--- config.mk ---
export PLATFORM = sky130hd
export DESIGN_NAME = trap_sequencer
export DESIGN_NICKNAME = d
export VERILOG_FILES = /design/src/rtl/trap_sequencer_pkg.sv /design/src/rtl/trap_cause_encoder.sv /design/src/rtl/trap_sequencer.sv
export SDC_FILE = /design/constraint.sdc
export NUM_CORES = 1
export LEC_CHECK = 0
export CAP_MARGIN = 20
export CORE_ASPECT_RATIO = 0.5
export CORE_UTILIZATION = 40
export CTS_CLUSTER_SIZE = 24
export DETAILED_ROUTE_END_ITERATION = 7
export PLACE_DENSITY_LB_ADDON = 0.12
export SYNTH_ARGS = -nofsm -noshare
export SYNTH_HDL_FRONTEND = slang
export SYNTH_SLANG_ARGS = --single-unit
--- constraint.sdc ---
create_clock -name clk -period 9.2 [get_ports clk]
set_clock_uncertainty 0.15 [all_clocks]
set_input_delay 2.76 -clock clk [delete_from_list [all_inputs] [get_ports clk]]
set_output_delay 2.76 -clock clk [all_outputs]
set_load 0.005 [all_outputs]
--- src/rtl/trap_sequencer_pkg.sv ---
// Shared definitions for the machine-mode trap sequencer.
// This package holds the FSM state encoding and the mcause values.
package trap_sequencer_pkg;

  typedef enum logic [2:0] {
    StIdle,
    StSave,
    StMret,
    StRedirect,
    StDrain
  } state_e;

  localparam logic [31:0] CAUSE_ILLEGAL   = 32'd2;
  localparam logic [31:0] CAUSE_LOAD_MIS  = 32'd4;
  localparam logic [31:0] CAUSE_STORE_MIS = 32'd6;
  localparam logic [31:0] CAUSE_MEI       = 32'h8000_000B;

endpackage

--- src/rtl/trap_cause_encoder.sv ---
// Combinational priority encoder from decoder flags to a trap event or an MRET request.
// Priority order is: interrupt, unsupported/illegal, load misaligned, store misaligned, MRET.
module trap_cause_encoder
  import trap_sequencer_pkg::*;
(
  input  logic        ex_valid,
  input  logic        irq_take,
  input  logic        exc_unsupported,
  input  logic        exc_illegal,
  input  logic        exc_load_mis,
  input  logic        exc_store_mis,
  input  logic        mret_req,
  input  logic [31:0] ex_inst,
  input  logic [31:0] ex_mem_addr,
  output logic        take,
  output logic        is_mret,
  output logic [31:0] cause,
  output logic [31:0] tval
);

  always_comb begin
    take    = 1'b0;
    is_mret = 1'b0;
    cause   = '0;
    tval    = '0;
    if (ex_valid) begin
      if (irq_take) begin
        take  = 1'b1;
        cause = CAUSE_MEI;
      end else if (exc_unsupported || exc_illegal) begin
        take  = 1'b1;
        cause = CAUSE_ILLEGAL;
        tval  = ex_inst;
      end else if (exc_load_mis) begin
        take  = 1'b1;
        cause = CAUSE_LOAD_MIS;
        tval  = ex_mem_addr;
      end else if (exc_store_mis) begin
        take  = 1'b1;
        cause = CAUSE_STORE_MIS;
        tval  = ex_mem_addr;
      end else if (mret_req) begin
        // An exception on the same instruction wins, so the MRET request is dropped.
        is_mret = 1'b1;
      end
    end
  end

endmodule

--- src/rtl/trap_sequencer.sv ---
// Sequences M-mode trap entry and MRET return in four steps: stall, CSR commit, PC redirect, drain flush.
// Events are detected only in the idle state. Any event that arrives while a sequence is running is dropped.
module trap_sequencer
  import trap_sequencer_pkg::*;
#(
  parameter int unsigned DRAIN_CYCLES = 2
) (
  input  logic        clk,
  input  logic        reset,
  input  logic        ex_valid,
  input  logic [31:0] ex_pc,
  input  logic [31:0] ex_inst,
  input  logic [31:0] ex_mem_addr,
  input  logic        exc_unsupported,
  input  logic        exc_illegal,
  input  logic        exc_load_mis,
  input  logic        exc_store_mis,
  input  logic        mret_req,
  input  logic        irq_ext,
  input  logic        csr_mie_global,
  input  logic        csr_meie,
  input  logic [31:0] csr_mtvec,
  input  logic [31:0] csr_mepc,
  output logic        stall,
  output logic        flush,
  output logic        pc_redirect,
  output logic [31:0] pc_target,
  output logic        trap_we,
  output logic        mret_we,
  output logic [31:0] trap_mepc,
  output logic [31:0] trap_mcause,
  output logic [31:0] trap_mtval
);

  state_e      state_q, state_d;
  logic [3:0]  cnt_q, cnt_d;
  logic [31:0] pc_q, pc_d;
  logic [31:0] cause_q, cause_d;
  logic [31:0] tval_q, tval_d;
  logic [31:0] target_q, target_d;

  logic        irq_take;
  logic        detect_en;
  logic        take;
  logic        is_mret;
  logic [31:0] enc_cause;
  logic [31:0] enc_tval;

  assign irq_take  = irq_ext & csr_mie_global & csr_meie;
  // Detection is blocked during reset, so the reset cycle cannot raise a combinational stall.
  assign detect_en = ex_valid & (state_q == StIdle) & ~reset;

  trap_cause_encoder u_encoder (
    .ex_valid        (detect_en),
    .irq_take        (irq_take),
    .exc_unsupported (exc_unsupported),
    .exc_illegal     (exc_illegal),
    .exc_load_mis    (exc_load_mis),
    .exc_store_mis   (exc_store_mis),
    .mret_req        (mret_req),
    .ex_inst         (ex_inst),
    .ex_mem_addr     (ex_mem_addr),
    .take            (take),
    .is_mret         (is_mret),
    .cause           (enc_cause),
    .tval            (enc_tval)
  );

  always_comb begin
    state_d  = state_q;
    cnt_d    = cnt_q;
    pc_d     = pc_q;
    cause_d  = cause_q;
    tval_d   = tval_q;
    target_d = target_q;
    unique case (state_q)
      StIdle: begin
        if (take) begin
          state_d = StSave;
          pc_d    = ex_pc;
          cause_d = enc_cause;
          tval_d  = enc_tval;
        end else if (is_mret) begin
          state_d = StMret;
        end
      end
      StSave: begin
        target_d = {csr_mtvec[31:2], 2'b00};
        state_d  = StRedirect;
      end
      StMret: begin
        target_d = csr_mepc;
        state_d  = StRedirect;
      end
      StRedirect: begin
        cnt_d   = 4'(DRAIN_CYCLES - 1);
        state_d = StDrain;
      end
      StDrain: begin
        if (cnt_q == 4'd0) begin
          state_d = StIdle;
        end else begin
          cnt_d = cnt_q - 4'd1;
        end
      end
      default: state_d = StIdle;
    endcase
  end

  always_ff @(posedge clk) begin
    if (reset) begin
      state_q  <= StIdle;
      cnt_q    <= '0;
      pc_q     <= '0;
      cause_q  <= '0;
      tval_q   <= '0;
      target_q <= '0;
    end else begin
      state_q  <= state_d;
      cnt_q    <= cnt_d;
      pc_q     <= pc_d;
      cause_q  <= cause_d;
      tval_q   <= tval_d;
      target_q <= target_d;
    end
  end

  always_comb begin
    stall       = (state_q != StIdle) | take | is_mret;
    trap_we     = (state_q == StSave);
    mret_we     = (state_q == StMret);
    pc_redirect = (state_q == StRedirect);
    flush       = (state_q == StRedirect) | (state_q == StDrain);
    pc_target   = target_q;
    trap_mepc   = pc_q;
    trap_mcause = cause_q;
    trap_mtval  = tval_q;
  end

endmodule

======== Word-level counts from Yosys, hierarchy flattened ========
Cells that the tools add are included.
word-level totals
  bits in registers ....................... 135
  bits in latches ......................... 0
  memory bits (writable) .................. 0
  bits in read-only memories .............. 0
  input bits .............................. 171
  output and inout bits ................... 133
  memories kept ........................... 0
operators by class
  add/sub/neg operators ................... 1
  multiply operators ...................... 0
  divide/modulo/power cells ............... 0
  $lt $le $gt $ge ......................... 0
  eq/ne operators ......................... 7
  shift-type cells ........................ 0
  muxes and demuxes ....................... 28
  bitwise logic cells ..................... 8
  reductions and logical operators ........ 10
operators with widths
  cell                                                                    number
  32-bit two-way mux                                                      9
  32-bit one-hot mux with 2 select lines                                  1
  3-bit two-way mux                                                       4
  3-bit one-hot mux with 4 select lines                                   1
  1-bit two-way mux                                                       11
  4-bit one-hot mux with 2 select lines                                   1
  3-bit by 2-bit equality test with 1-bit output (second input constant)  2
  2-bit AND reduction                                                     3
  1-bit AND                                                               4
  4-bit zero test                                                         1
  4-bit two-way mux                                                       1
  2-bit != test (second input constant)                                   2
  2-bit nonzero test                                                      2
  4-bit by 1-bit subtractor with 4-bit output (second input constant)     1
  3-bit by 1-bit equality test with 1-bit output (second input constant)  1
  3-bit equality test (second input constant)                             1
  3-bit zero test                                                         1
  3-bit != test (second input constant)                                   1
  1-bit bitwise OR                                                        3
  3-bit nonzero test                                                      1
  2-bit OR reduction                                                      1
  1-bit logical OR                                                        1
  1-bit inverter                                                          1

======== Longest topological paths before layout ========
Gate-level depths: netlist of the first run.
  word-level depth ........................ 9
  gate-level depth with buffers ........... 7

======== Modules after synthesis ========
A second synthesis of the first run with hierarchy kept.
second synthesis, totals
  cells, all modules ...................... 721
  area total of the unflattened synthesis .. 5739.3 um^2
by module, submodules not included
  module              times used  cells each  area an instance (um^2)  seq. area each (um^2)
  trap_sequencer      1           642         5073.6                   2702.6
  trap_cause_encoder  1           79          665.6                    0.0

======== Worst setup path after synthesis of the first run ========
OpenSTA, ideal clock, no wires.
  path type ............................... input port to output port
  start ................................... input exc_illegal
  end ..................................... output stall
  arrival time ............................ 3913 ps
  path slack .............................. 2377 ps
  stages on the path ...................... 5
  path buffers ............................ 2
  path through ............................ clkbuf_1 > a311o_1 > o211ai_2 > buf_2 > nand3_1
on the way
  longest elaborated chain between the ends .. 6
  elaborated cells between the ends (all ways) .. 9
  classes of those cells .................. mux (6); bitwise (2); reduce/logical (1)
RTL lines
  what                  RTL line                  text
  start: declaration    trap_sequencer.sv:15      input logic exc_illegal,
  1-bit logical OR (*)  trap_cause_encoder.sv:30  end else if (exc_unsupported || exc_illegal) begin
  1-bit two-way mux     trap_cause_encoder.sv:30
  1-bit two-way mux     trap_cause_encoder.sv:27  if (irq_take) begin
  1-bit two-way mux     trap_cause_encoder.sv:26  if (ex_valid) begin
  1-bit bitwise OR      trap_sequencer.sv:129     stall = (state_q != StIdle) | take | is_mret;
  1-bit bitwise OR (*)  trap_sequencer.sv:129
  end: declaration      trap_sequencer.sv:24      output logic stall,
Mark *: on every way between the ends. The rest lies on a longest branch, timed or not.

======== Worst setup path after layout of the first run ========
  start ................................... input exc_store_mis
  end ..................................... output stall
on the way
  longest elaborated chain between the ends .. 7
  elaborated cells between the ends (all ways) .. 12
  classes of those cells .................. mux (10); bitwise (2)
RTL lines
  what                  RTL line                  text
  start: declaration    trap_sequencer.sv:17      input logic exc_store_mis,
  1-bit two-way mux     trap_cause_encoder.sv:38  end else if (exc_store_mis) begin
  1-bit two-way mux     trap_cause_encoder.sv:34  end else if (exc_load_mis) begin
  1-bit two-way mux     trap_cause_encoder.sv:30
  1-bit two-way mux     trap_cause_encoder.sv:27
  1-bit two-way mux     trap_cause_encoder.sv:26
  1-bit bitwise OR      trap_sequencer.sv:129
  1-bit bitwise OR (*)  trap_sequencer.sv:129
Marks and branches as above.

==> results.yml, run 1 <==
synth:
  syn_area_sq_mm: 0.00496
  synth_edf_count: 0
  syn_inst: 562
  synthFlopType: "dfxtp_1"
  async_flop_share: 0
  ys_seq_elements: 106
  syn_avg_cell_area_sq_um: 8.83
  yosysSeqAreaShare: 0.428
  yosysWarningCount: 0
  synth_cell_types: 41
placed_design:
  placed_area_sq_mm: 0.00765
  dp_hpwl_mm: 10.3
  gp_congestion: 0.767
  portBuffers: 274
final_layout:
  nNetsFinal: 973
  final.fill_count: 1014
  layout-drive-gt1-share: 0.0856
  area_growth_pct: 60.9
  antenna_cells: 0
  finalInstanceArea_sq_mm: 0.00798
cts:
  htreeDepth: 3
  cts_setup_buffers: 0
  cts_resized: 0
  clk_pin_slew_worst_paths_ns: 0.07
  cts.path.max_buffers: 2
  cts_tree: "built"
  cts_made_buffers: 9
  cts.sinks: 106
  worstSkewPairLatency_ns: 0.34
  cts_root_buf: "clkbuf_16"
  postCtsHoldBufs: 0
floorplanning:
  core_sq_mm: 0.0119
  start_util: 0.415
  ios: 304
  rows: 28
  die_h_um: 80.7
  dieWidth_um: 159
  dieArea_sq_mm: 0.0129
sta:
  relSlewSlack: 0.496
  setup_viol: 0
  setup_tns_ns: 0
  drv_slew: 0
  worst_slew_pin_slew_ns: 0.754
  hold_violations: 0
  post-route-period-util: 0.822
  period_needed_ns: 7.56
  rsz0062_at_grt: "false"
  max_freq_mhz: 132
worst_hold_path:
  hold_path.class: "reg2reg"
route:
  vias: 4801
  first_iter_violations: 260
  first_pass_iters: 6
  viasPerCell: 4.94
  drc: 0
  routed_wl_mm: 14.7
  wl_per_cell_um: 15.1
  drtAntennaViolNets: 0
power_and_ir_drop:
  ir_worst_vdd_mv: 0.119
  p_leak_nw: 2.93
  powerDensity_mw_per_mm2: 169
setup_path:
  crit_top_cell: "clkdlybuf4s50_1"
  required_ns: 6.29
  worstPathCellList: "clkdlybuf4s50_1, or2_2, o211ai_2, nand3_1, clkdlybuf4s50_1"
  start_kind: "input pin"
  crit_path_max_fanout: 34
  cpMaxStageDelayCell: "or2_2"
  crit_arrival_ns: 4.65
  crit_type: "in2out"
  critPathCaptureType: "primary output"
  max_stage_delay_ns: 0.58
global_route:
  antenna_found_initial: 0
  grtUsageTotal: 0.223
  grt_max_degree: 108
  grt_pass1_vias: 4480
  overflow: 0
  grt_first_pass_wirelength_mm: 23.0
run:
  maxCapViolCount: 0
outcome:
  status: "finished, final reports clean"
[report_power, final]
group          switching [mW]  total, mW  internal (mW)
combinational           0.158      0.400          0.242
clock                   0.173      0.392          0.219
sequential             0.0325      0.554          0.521
[sequential cells by signal, indices dropped and copies added, names as in the netlist]
signal,flops
cnt_q,4
pc_target,32
state_q,3
trap_mcause,3
trap_mepc,32
trap_mtval,32
[cells in the final DEF (no fill, tap or decap), drive strengths merged, types with 2 or more instances in the layout]
cell type / n
a31oi: 33
clkbuf: 10
nand2: 59
dfxtp: 106
a211oi: 4
nor3: 3
buf: 11
nor2: 31
nand3: 8
or4: 2
o32ai: 33
a21oi: 8
clkinv: 3
conb: 27
or3: 3
a311oi: 29
or3b: 4
mux2: 32
a22oi: 3
nor3b: 2
clkdlybuf4s50: 273
o21a: 32
nor2b: 33
o211ai: 3
inv: 41
o21ai: 2
[cell usage after synthesis, types with 8 or more instances]
master / number / share of area
a21oi_1: 8 / 0.0081
a311oi_1: 29 / 0.051
a31oi_1: 33 / 0.042
buf_2: 8 / 0.0081
buf_4: 29 / 0.044
clkbuf_1: 42 / 0.032
dfxtp_1: 106 / 0.43
inv_1: 39 / 0.030
mux2_2: 32 / 0.073
nand2_1: 59 / 0.045
nand3_1: 8 / 0.0081
nor2_1: 31 / 0.023
nor2b_1: 33 / 0.042
o21a_1: 32 / 0.048
o32ai_1: 33 / 0.058
[critical path, delay by kind of cell]
family / cells / cell delay, ns
compound gates: 1 / 0.27
buf+inv: 2 / 0.95
simple gates: 2 / 0.67
[layout make-up]
class	count	area [sq um]	share of cell area
clock buffer	10	239	0.0300
clock inverter	6	65.1	0.00815
multi-input combinational	360	2360	0.296
inverter	40	150	0.0188
timing repair buffer	284	2840	0.355
tap	165	206	0.0259
sequential	106	2120	0.266
[through the flow]
step                      std cells  utilization  total power, mW  worst slack, ns  hold WS [ns]
after floorplan                 588            -            0.740             2.38         0.306
after global placement          954        0.640            0.960             1.62         0.303
after detailed placement        954        0.640            0.965             1.61         0.310
final                           971        0.668             1.35             1.64         0.317
after CTS                       970        0.666             1.36             1.60         0.320
after global routing            971        0.668             1.42             1.52         0.345
[cells by family (layout without fill, tap and decap cells)]
family,after synthesis,in the layout,share of synthesized area
AO/OA/AOI/OAI,151,151,0.234
flip-flops,106,106,0.428
adder cells (fa/ha/maj),1,1,0.00252
other,1,27,0.000756
multiplexers,32,32,0.0727
buffers and inverters,122,340,0.118
AND/OR/NAND/NOR,149,149,0.144
[worst paths after layout]
path         cells after the start  slack (ns)          start        endpoint
min reg2reg                      2        0.32   pc_target[0]    pc_target[0]
max reg2reg                      4        6.97     state_q[2]  trap_mtval[14]
min                              2        0.32   pc_target[0]    pc_target[0]
max                              5        1.64  exc_store_mis           stall
[routing by layer]
metal / track usage / share of wire / wire, um
met3: 0.0730 / 0.079 / 1170
met2: 0.405 / 0.51 / 7450
met4: 0.0529 / 0.0089 / 131
met1: 0.257 / 0.40 / 5950
met5: 0 / 0 / 0
Note: power is estimated with default switching activity, not from simulation.
==> inputs of run 2 (changes only) <==
CORE_UTILIZATION = 38   (was 40)
clock period = 7.9 ns   (was 9.2 ns; I/O delays follow)
==> run 2 against run 1 <==
Against the previous run:
- via count about the same
- largest cell class unchanged
- clock-buffer cell count grew 1
- combinational power is 17% higher
- first-iteration DRC count down 34%
- critical path type unchanged
==> results.yml, run 2 (same netlist as run 1, synthesis figures left out) <==
route:
  drc: 0
  first_pass_iters: 4
  vias: 4803
  wl_per_cell_um: 15.6
  routed_wl_mm: 15.2
  viasPerCell: 4.93
  first_iter_violations: 172
  drtAntennaViolNets: 0
sta:
  max_freq_mhz: 147
  hold_violations: 0
  rsz0062_at_grt: "false"
  period_needed_ns: 6.82
  worst_slew_pin_slew_ns: 0.715
  drv_slew: 0
  setup_viol: 0
  post-route-period-util: 0.863
  setup_tns_ns: 0
  relSlewSlack: 0.523
setup_path:
  required_ns: 5.38
  rrSetupSlack_ns: 5.64
  crit_arrival_ns: 4.30
  r2r_cells: 5
  start_kind: "input pin"
  reg2reg_from: "state_q[0]"
  crit_type: "in2out"
  r2r_end: "pc_target[31]"
  crit_path_max_fanout: 34
  critPathCaptureType: "primary output"
final_layout:
  layout.cells.most_common_list: "clkdlybuf4s50_1 (273), dfxtp_1 (106), nand2_1 (59)"
  layout-drive-gt1-share: 0.0832
  regArea_sq_mm: 0.00212
  utilization: 0.628
  finalInstanceArea_sq_mm: 0.00798
  nNetsFinal: 973
  antenna_cells: 0
  multi_input_area_sq_mm: 0.00236
  layout_commonest_cell: "clkdlybuf4s50_1"
  area_growth_pct: 60.8
  fin_cells: 975
  final.fill_count: 1094
cts:
  cts_resized: 0
  cts_setup_buffers: 0
  clk_pin_slew_worst_paths_ns: 0.06
  htreeDepth: 3
  worstSkewPairLatency_ns: 0.34
  cts.path.max_buffers: 2
  cts_tree: "built"
  cts_root_buf: "clkbuf_16"
  cts.sinks: 106
  cts_made_buffers: 9
  postCtsHoldBufs: 0
floorplanning:
  start_util: 0.391
  ios: 304
  dieArea_sq_mm: 0.0135
  core_sq_mm: 0.0127
  rows: 29
  dieWidth_um: 164
  die_h_um: 82.8
placed_design:
  placed_area_sq_mm: 0.00765
  dp_hpwl_mm: 10.3
  placed_cells_incl_taps: 959
  gp_congestion: 0.728
  portBuffers: 274
global_route:
  antenna_found_initial: 0
  grt_pass1_vias: 4459
  grt_max_degree: 108
  overflow: 0
  grtUsageTotal: 0.215
  grt_first_pass_wirelength_mm: 22.7
worst_hold_path:
  hold_depth: 2
  hold_path.class: "reg2reg"
  hp-start: "pc_target[30]"
  holdPathEnd: "pc_target[30]"
power_and_ir_drop:
  powerDensity_mw_per_mm2: 197
  ir_worst_vdd_mv: 0.104
  p_total_mw: 1.57
  p_leak_nw: 2.93
outcome:
  status: "finished, final reports clean"
run:
  maxCapViolCount: 0
-- run 2: routing by layer --
layer,GRT usage,share of wire,vias up
met1,0.252,0.42,2228
met2,0.389,0.50,142
met4,0.0444,0.0092,0
li1,-,-,2419
met3,0.0710,0.072,14
met5,0,0,-
-- run 2: how the worst max path moves through the flow --
stage / slack, ns / start / depth (start not counted) / to
2_1_floorplan: 1.86 / exc_illegal / 5 / stall
3_3_place_gp: 1.10 / exc_store_mis / 5 / stall
3_5_place_dp: 1.11 / exc_store_mis / 5 / stall
4_1_cts: 1.08 / exc_store_mis / 5 / stall
5_1_grt: 1.01 / exc_store_mis / 5 / stall
6_report: 1.08 / exc_store_mis / 5 / stall
-- run 2: worst max-delay path, cell delays in order --
cell and delay [ns]:
clkdlybuf4s50_1 0.44, or2_2 0.59, o211ai_2 0.29, nand3_1 0.10
clkdlybuf4s50_1 0.50
-- run 2: cell type report --
| type | count | area share |
|---|---|---|
| Multi-Input combinational cell | 360 | 0.296 |
| Clock buffer | 11 | 0.0304 |
| Sequential cell | 106 | 0.266 |
| Tap cell | 170 | 0.0267 |
| Timing Repair Buffer | 284 | 0.356 |
| Clock inverter | 4 | 0.00643 |
| Inverter | 40 | 0.0188 |
-- run 2: report_power, final --
group	internal (mW)	switching, mW	total [mW]
Combinational	0.282	0.188	0.469
Sequential	0.607	0.0380	0.645
Clock	0.254	0.200	0.454
Total	1.14	0.426	1.57
-- run 2: through the flow --
stage,worst slack (ns),hold slack (ns)
floorplan,1.86,0.306
global route,1.01,0.342
global placement,1.10,0.304
detailed placement,1.11,0.310
CTS,1.08,0.319
finish,1.08,0.317
